File: src/rtl/pipeline_hazard_ctrl.sv
// Pipeline hazard controller: load-use bubbles, multiplier wait/timeout, branch flush.
// Latency: every output is registered, so a condition sampled at an edge appears in the following cycle.
// Backpressure: asserts stall_load_o / valid_stall_o to hold upstream stages; it never waits on anything except mul_done_i.
module pipeline_hazard_ctrl #(
  parameter int MUL_TIMEOUT = 16,
  parameter int CNT_W       = 5
) (
  input  logic        clk_i,
  input  logic        reset_i,
  input  logic [31:0] instr_i,
  input  logic [5:0]  ex_main_opcode_i,
  input  logic [4:0]  ex_rd_i,
  input  logic        branch_taken_i,
  input  logic        mul_done_i,
  output logic        stall_load_o,
  output logic        valid_stall_o,
  output logic        flush_o,
  output logic        mul_start_o,
  output logic        mul_busy_o,
  output logic        mul_timeout_o,
  output logic [1:0]  state_o
);

  typedef enum logic [1:0] {
    S_IDLE     = 2'b00,
    S_BUBBLE   = 2'b01,
    S_MUL_WAIT = 2'b10,
    S_FLUSH    = 2'b11
  } state_t;

  // Last counter value of a multiplier wait; MUL_TIMEOUT <= 2**CNT_W so this never wraps.
  localparam logic [CNT_W-1:0] CNT_LAST = CNT_W'(MUL_TIMEOUT - 1);

  state_t           state_q, state_d;
  logic [CNT_W-1:0] cnt_q, cnt_d;
  logic             guard_q, guard_d;
  logic             timeout_d;
  logic             load_hit, mul_hit, rs2_user;
  logic             stall_d, wait_d, flush_d, start_d;

  // Fields of instr_i that take no part in hazard detection.
  logic unused_bits;
  assign unused_bits = ^{instr_i[31:25], instr_i[14:7], instr_i[1:0], ex_main_opcode_i[1:0]};

  // Branch, store and register-register ALU formats read rs2; everything else only rs1.
  assign rs2_user = (instr_i[6:2] == 5'b11000) || (instr_i[6:2] == 5'b01100) ||
                    (instr_i[6:2] == 5'b01000);
  assign load_hit = (ex_main_opcode_i[5:3] == 3'b100) && (ex_rd_i != 5'd0) &&
                    ((ex_rd_i == instr_i[19:15]) || (rs2_user && (ex_rd_i == instr_i[24:20])));
  // The guard blocks relaunch while the just-finished mul opcode is still in the decode register.
  assign mul_hit  = (ex_main_opcode_i[5:2] == 4'b1111) && !guard_q;

  // Next-state, counter, guard and sticky-flag logic.
  always_comb begin
    state_d   = state_q;
    cnt_d     = cnt_q;
    guard_d   = guard_q;
    timeout_d = mul_timeout_o;
    case (state_q)
      S_IDLE: begin
        guard_d = 1'b0;
        if (branch_taken_i) begin
          state_d = S_FLUSH;
          cnt_d   = '0;
        end else if (mul_hit) begin
          state_d = S_MUL_WAIT;
          cnt_d   = '0;
        end else if (load_hit) begin
          state_d = S_BUBBLE;
        end
      end
      S_BUBBLE: begin
        state_d = S_IDLE;
      end
      S_MUL_WAIT: begin
        if (mul_done_i) begin
          state_d = S_IDLE;
          guard_d = 1'b1;
        end else if (cnt_q == CNT_LAST) begin
          state_d   = S_IDLE;
          guard_d   = 1'b1;
          timeout_d = 1'b1;
        end else begin
          cnt_d = cnt_q + CNT_W'(1);
        end
      end
      S_FLUSH: begin
        if (cnt_q == CNT_W'(1)) begin
          state_d = S_IDLE;
        end else begin
          cnt_d = cnt_q + CNT_W'(1);
        end
      end
      default: state_d = S_IDLE;
    endcase
  end

  // Output values for the cycle after the edge, derived from the next state.
  always_comb begin
    stall_d = (state_d == S_BUBBLE);
    wait_d  = (state_d == S_MUL_WAIT);
    flush_d = (state_d == S_FLUSH);
    start_d = (state_d == S_MUL_WAIT) && (state_q != S_MUL_WAIT);
  end

  // State, counter, guard and all outputs; synchronous reset aborts any activity.
  always_ff @(posedge clk_i) begin
    if (reset_i) begin
      state_q       <= S_IDLE;
      cnt_q         <= '0;
      guard_q       <= 1'b0;
      stall_load_o  <= 1'b0;
      valid_stall_o <= 1'b0;
      flush_o       <= 1'b0;
      mul_start_o   <= 1'b0;
      mul_busy_o    <= 1'b0;
      mul_timeout_o <= 1'b0;
    end else begin
      state_q       <= state_d;
      cnt_q         <= cnt_d;
      guard_q       <= guard_d;
      stall_load_o  <= stall_d;
      valid_stall_o <= wait_d;
      flush_o       <= flush_d;
      mul_start_o   <= start_d;
      mul_busy_o    <= wait_d;
      mul_timeout_o <= timeout_d;
    end
  end

  assign state_o = state_q;

endmodule

File: config.mk
export PLATFORM = sky130hd
export DESIGN_NAME = pipeline_hazard_ctrl
export DESIGN_NICKNAME = d
export VERILOG_FILES = /design/src/rtl/pipeline_hazard_ctrl.sv
export SDC_FILE = /design/constraint.sdc
export NUM_CORES = 1
export LEC_CHECK = 0
export ABC_CLOCK_PERIOD_IN_PS = 1600
export CORE_MARGIN = 4
export CORE_UTILIZATION = 31
export CTS_BUF_LIST = sky130_fd_sc_hd__clkbuf_8
export DETAILED_ROUTE_END_ITERATION = 7
export GPL_ROUTABILITY_DRIVEN = 0
export PLACE_DENSITY = 0.84
export REMOVE_ABC_BUFFERS = 1
export SLEW_MARGIN = 40
export SYNTH_ARGS = -nofsm -noshare
export SYNTH_HDL_FRONTEND = slang
export SYNTH_SLANG_ARGS = --single-unit
File: constraint.sdc
create_clock -name clk_i -period 1.6 [get_ports clk_i]
set_clock_uncertainty 0.15 [all_clocks]
set_input_delay 0.16 -clock clk_i [delete_from_list [all_inputs] [get_ports clk_i]]
set_output_delay 0.16 -clock clk_i [all_outputs]
set_load 0.05 [all_outputs]
==> metrics <==
run status finished with violations; violated checks setup timing; routed wire length per instance around 14 microns; Via-to-Cell Ratio 4.793; data arrival time at the worst-slack endpoint 1750 ps; Post-Route Hold Slack 328.9 ps; instance count of the mapped netlist a little over 80; combined global-route utilization of all metal layers 0.1386; unrepaired setup endpoints after global routing yes; drc violations 0; Die Footprint 0.003254 sq mm; biggest cell delay along the critical path 350 ps; CP Cell Sequence buf_6 > inv_4 > ha_4 > nor4b_4 > o2bb2ai_4 > nor2_4 > xor2_1 > nor3_2; biggest fanout along the worst timing path 6; static power due to leakage 0.5575 nW; Max Root-Sink Buffers 2; die width roughly 57 microns; H-Tree Depth 1; fraction of registers with async set/reset 0; final max-slew violation count 0; layout cell share with drive strength beyond 1 0.3824; Worst Tran Pin Value 410.9 ps; maximum number of pins on one net before global-route repair 10; Sequential Area 265.3 sq um; signed area change from the synthesized netlist to the final layout 87.92%; Antenna diodes 0; fmax 0.5648 GHz; filler cell count 207; Skew-Pair Late Insertion Delay 240 ps; type of the worst min-delay path reg -> reg; number of nets still failing antenna checks after routing 0; clock slew at reported path FFs approximately 60 ps; Detailed Route Iter0 Violations 19; post-synthesis register bit count 13; critical setup path kind reg -> reg; placement-stage cell area 0.001237 sq mm; leftover overflow at the end of global routing 0; highest ir drop seen on vdd 0.5099 mV; drt pass-1 iters 4; initial antenna violation count 0; area share of the leading cell type in the synthesized netlist 0.3490; cell types occupying the most area after synthesis sky130_fd_sc_hd__dfxtp_1, sky130_fd_sc_hd__xor2_1, sky130_fd_sc_hd__nor2_1, sky130_fd_sc_hd__xnor2_1, sky130_fd_sc_hd__nor3_2; Top FF cell, synth sky130_fd_sc_hd__dfxtp_1; number of standard-cell rows in the floorplan 17; post-synth design cell area 745.7 sq um; crit path time final about 1800 ps; Inst Count DP about 160; final standard cell area without fillers 0.001401 sq mm; Critical Path Source Type register; average cell area after synthesis 9.206 sq um; cell with the largest stage delay on the worst path sky130_fd_sc_hd__dfxtp_4; Rel. slew slack 0.7252; Synth cell types 27; number of global-route vias before repair about 830; first-pass GRT wire length about 3500 microns; worst reg2reg setup slack -170 ps; endpoints failing hold 0; Synth top cells by count sky130_fd_sc_hd__dfxtp_1, sky130_fd_sc_hd__nor2_1, sky130_fd_sc_hd__xor2_1, sky130_fd_sc_hd__xnor2_1; Floorplan Core Area 0.002255 sq mm; Total Wirelength 2239 microns; PortBufs 35; top-level I/O count between 50 and 60; WP data required 1580 ps; sequential-to-total area share from yosys stat 0.3490; max-cap check violation count 0; root buffer cell sky130_fd_sc_hd__clkbuf_8; DPL Wire Length roughly 1800 microns; Via Count 786; clock tree from TritonCTS done; number of buffers created by CTS 3; leading area contributor after synthesis sky130_fd_sc_hd__dfxtp_1; Net count, final between 150 and 200; final std cells w/o fill roughly 160; post-route setup TNS -1088 ps; CTS Sinks 13; multi-input gate area in the final layout 545.5 sq um; height of the die approximately 57 microns; final period utilization 1.107; smallest setup slack after layout -170.5 ps; Power Dens Cells 722.1 mW/mm^2; Synthesis Warnings 0; element type at the critical path end register; Largest delay share family, worst path simple AND/OR/NAND/NOR gates; number of enable flip-flop cells after synthesis 0; initial core utilization 0.3307; count of buffering cells on the critical path with inverters included 2; endpoints failing setup 11; pre-CTS setup slack -220.1 ps
==> through the flow <==
step,total power [mW],utilization
6_report,1.012,0.6215
5_1_grt,1.059,0.6215
4_1_cts,1.012,0.6088
3_5_place_dp,0.6966,0.5488
3_3_place_gp,0.6882,0.5488
2_1_floorplan,0.5172,-
==> registers in the layout, indices dropped and copies added (netlist names) <==
register and flops:
stall_load_o 1, flush_o 1, mul_start_o 1, guard_q 1, mul_timeout_o 1, cnt_q 5
state_o 2, mul_busy_o 1
==> logic make-up (layout without fill, tap and decap cells) <==
| family | Yosys count | in the layout | share of synthesized area |
|---|---|---|---|
| flip-flops | 13 | 13 | 0.3490 |
| buffers and inverters | 5 | 60 | 0.03020 |
| adder cells (fa/ha/maj) | 3 | 3 | 0.05034 |
| AND/OR/NAND/NOR | 37 | 37 | 0.3154 |
| XOR/XNOR | 13 | 13 | 0.1527 |
| AO/OA/AOI/OAI | 10 | 10 | 0.1023 |
==> timing repair <==
| action | CTS | global route |
|---|---|---|
| resized for setup | 18 | 4 |
| endpoints found under the setup margin | 12 | 12 |
| pin swaps | 11 | 10 |
| buffers inserted | 1 | 2 |
| hold buffers | 0 | 0 |
==> layout by cell type (no fill, tap or decap), drive strengths merged <==
cell           count
a211oi             1
a21oi              4
a2bb2oi            2
a41o               1
and3               2
and3b              1
buf               26
clkbuf             3
clkdlybuf4s50     27
dfxtp             13
ha                 3
inv                4
nand2              2
nand3              2
nand4              2
nor2              14
nor2b              1
nor3               7
nor3b              2
nor4               3
nor4b              1
o21ai              1
o2bb2ai            1
xnor2              5
xor2               8
==> path summary, 6_finish.rpt <==
kind                          from                    end  cells after the start
max reg2reg  cnt_q[1]$_SDFFE_PP0P_  cnt_q[0]$_SDFFE_PP0P_                      8
min reg2reg   guard_q$_SDFFE_PP0P_   guard_q$_SDFFE_PP0P_                      2
min           guard_q$_SDFFE_PP0P_   guard_q$_SDFFE_PP0P_                      2
max          cnt_q[1]$_SDFFE_PP0P_  cnt_q[0]$_SDFFE_PP0P_                      8
==> layer usage <==
layer	vias up	GRT usage	wire, microns	part of all wire
li1	398	-	-	-
met1	361	0.1520	936	0.42
met2	19	0.2398	1140	0.51
met3	8	0.02715	98	0.044
met4	0	0.09272	63	0.028
met5	-	0	0	0
==> power by group <==
| part | switching [mW] | internal, mW | total (mW) | leakage [nW] |
|---|---|---|---|---|
| Sequential | 0.0187 | 0.342 | 0.361 | 0.107 |
| Combinational | 0.170 | 0.198 | 0.368 | 0.423 |
| Clock | 0.114 | 0.169 | 0.283 | 0.0269 |
==> tightest hold or removal path, stage by stage (launching register included) <==
cell and delay (ps):
sky130_fd_sc_hd__dfxtp_1 300, sky130_fd_sc_hd__nor2_1 80, sky130_fd_sc_hd__nor3_1 50
==> layout make-up <==
cell class                 instances  area share
timing repair buffer              53      0.3527
sequential                        13      0.1893
tap                               28     0.02500
multi-input combinational         63      0.3893
clock inverter                     1    0.002679
clock buffer                       3     0.02946
inverter                           3     0.01161
No activity file was read; power rests on OpenSTA's default activity.
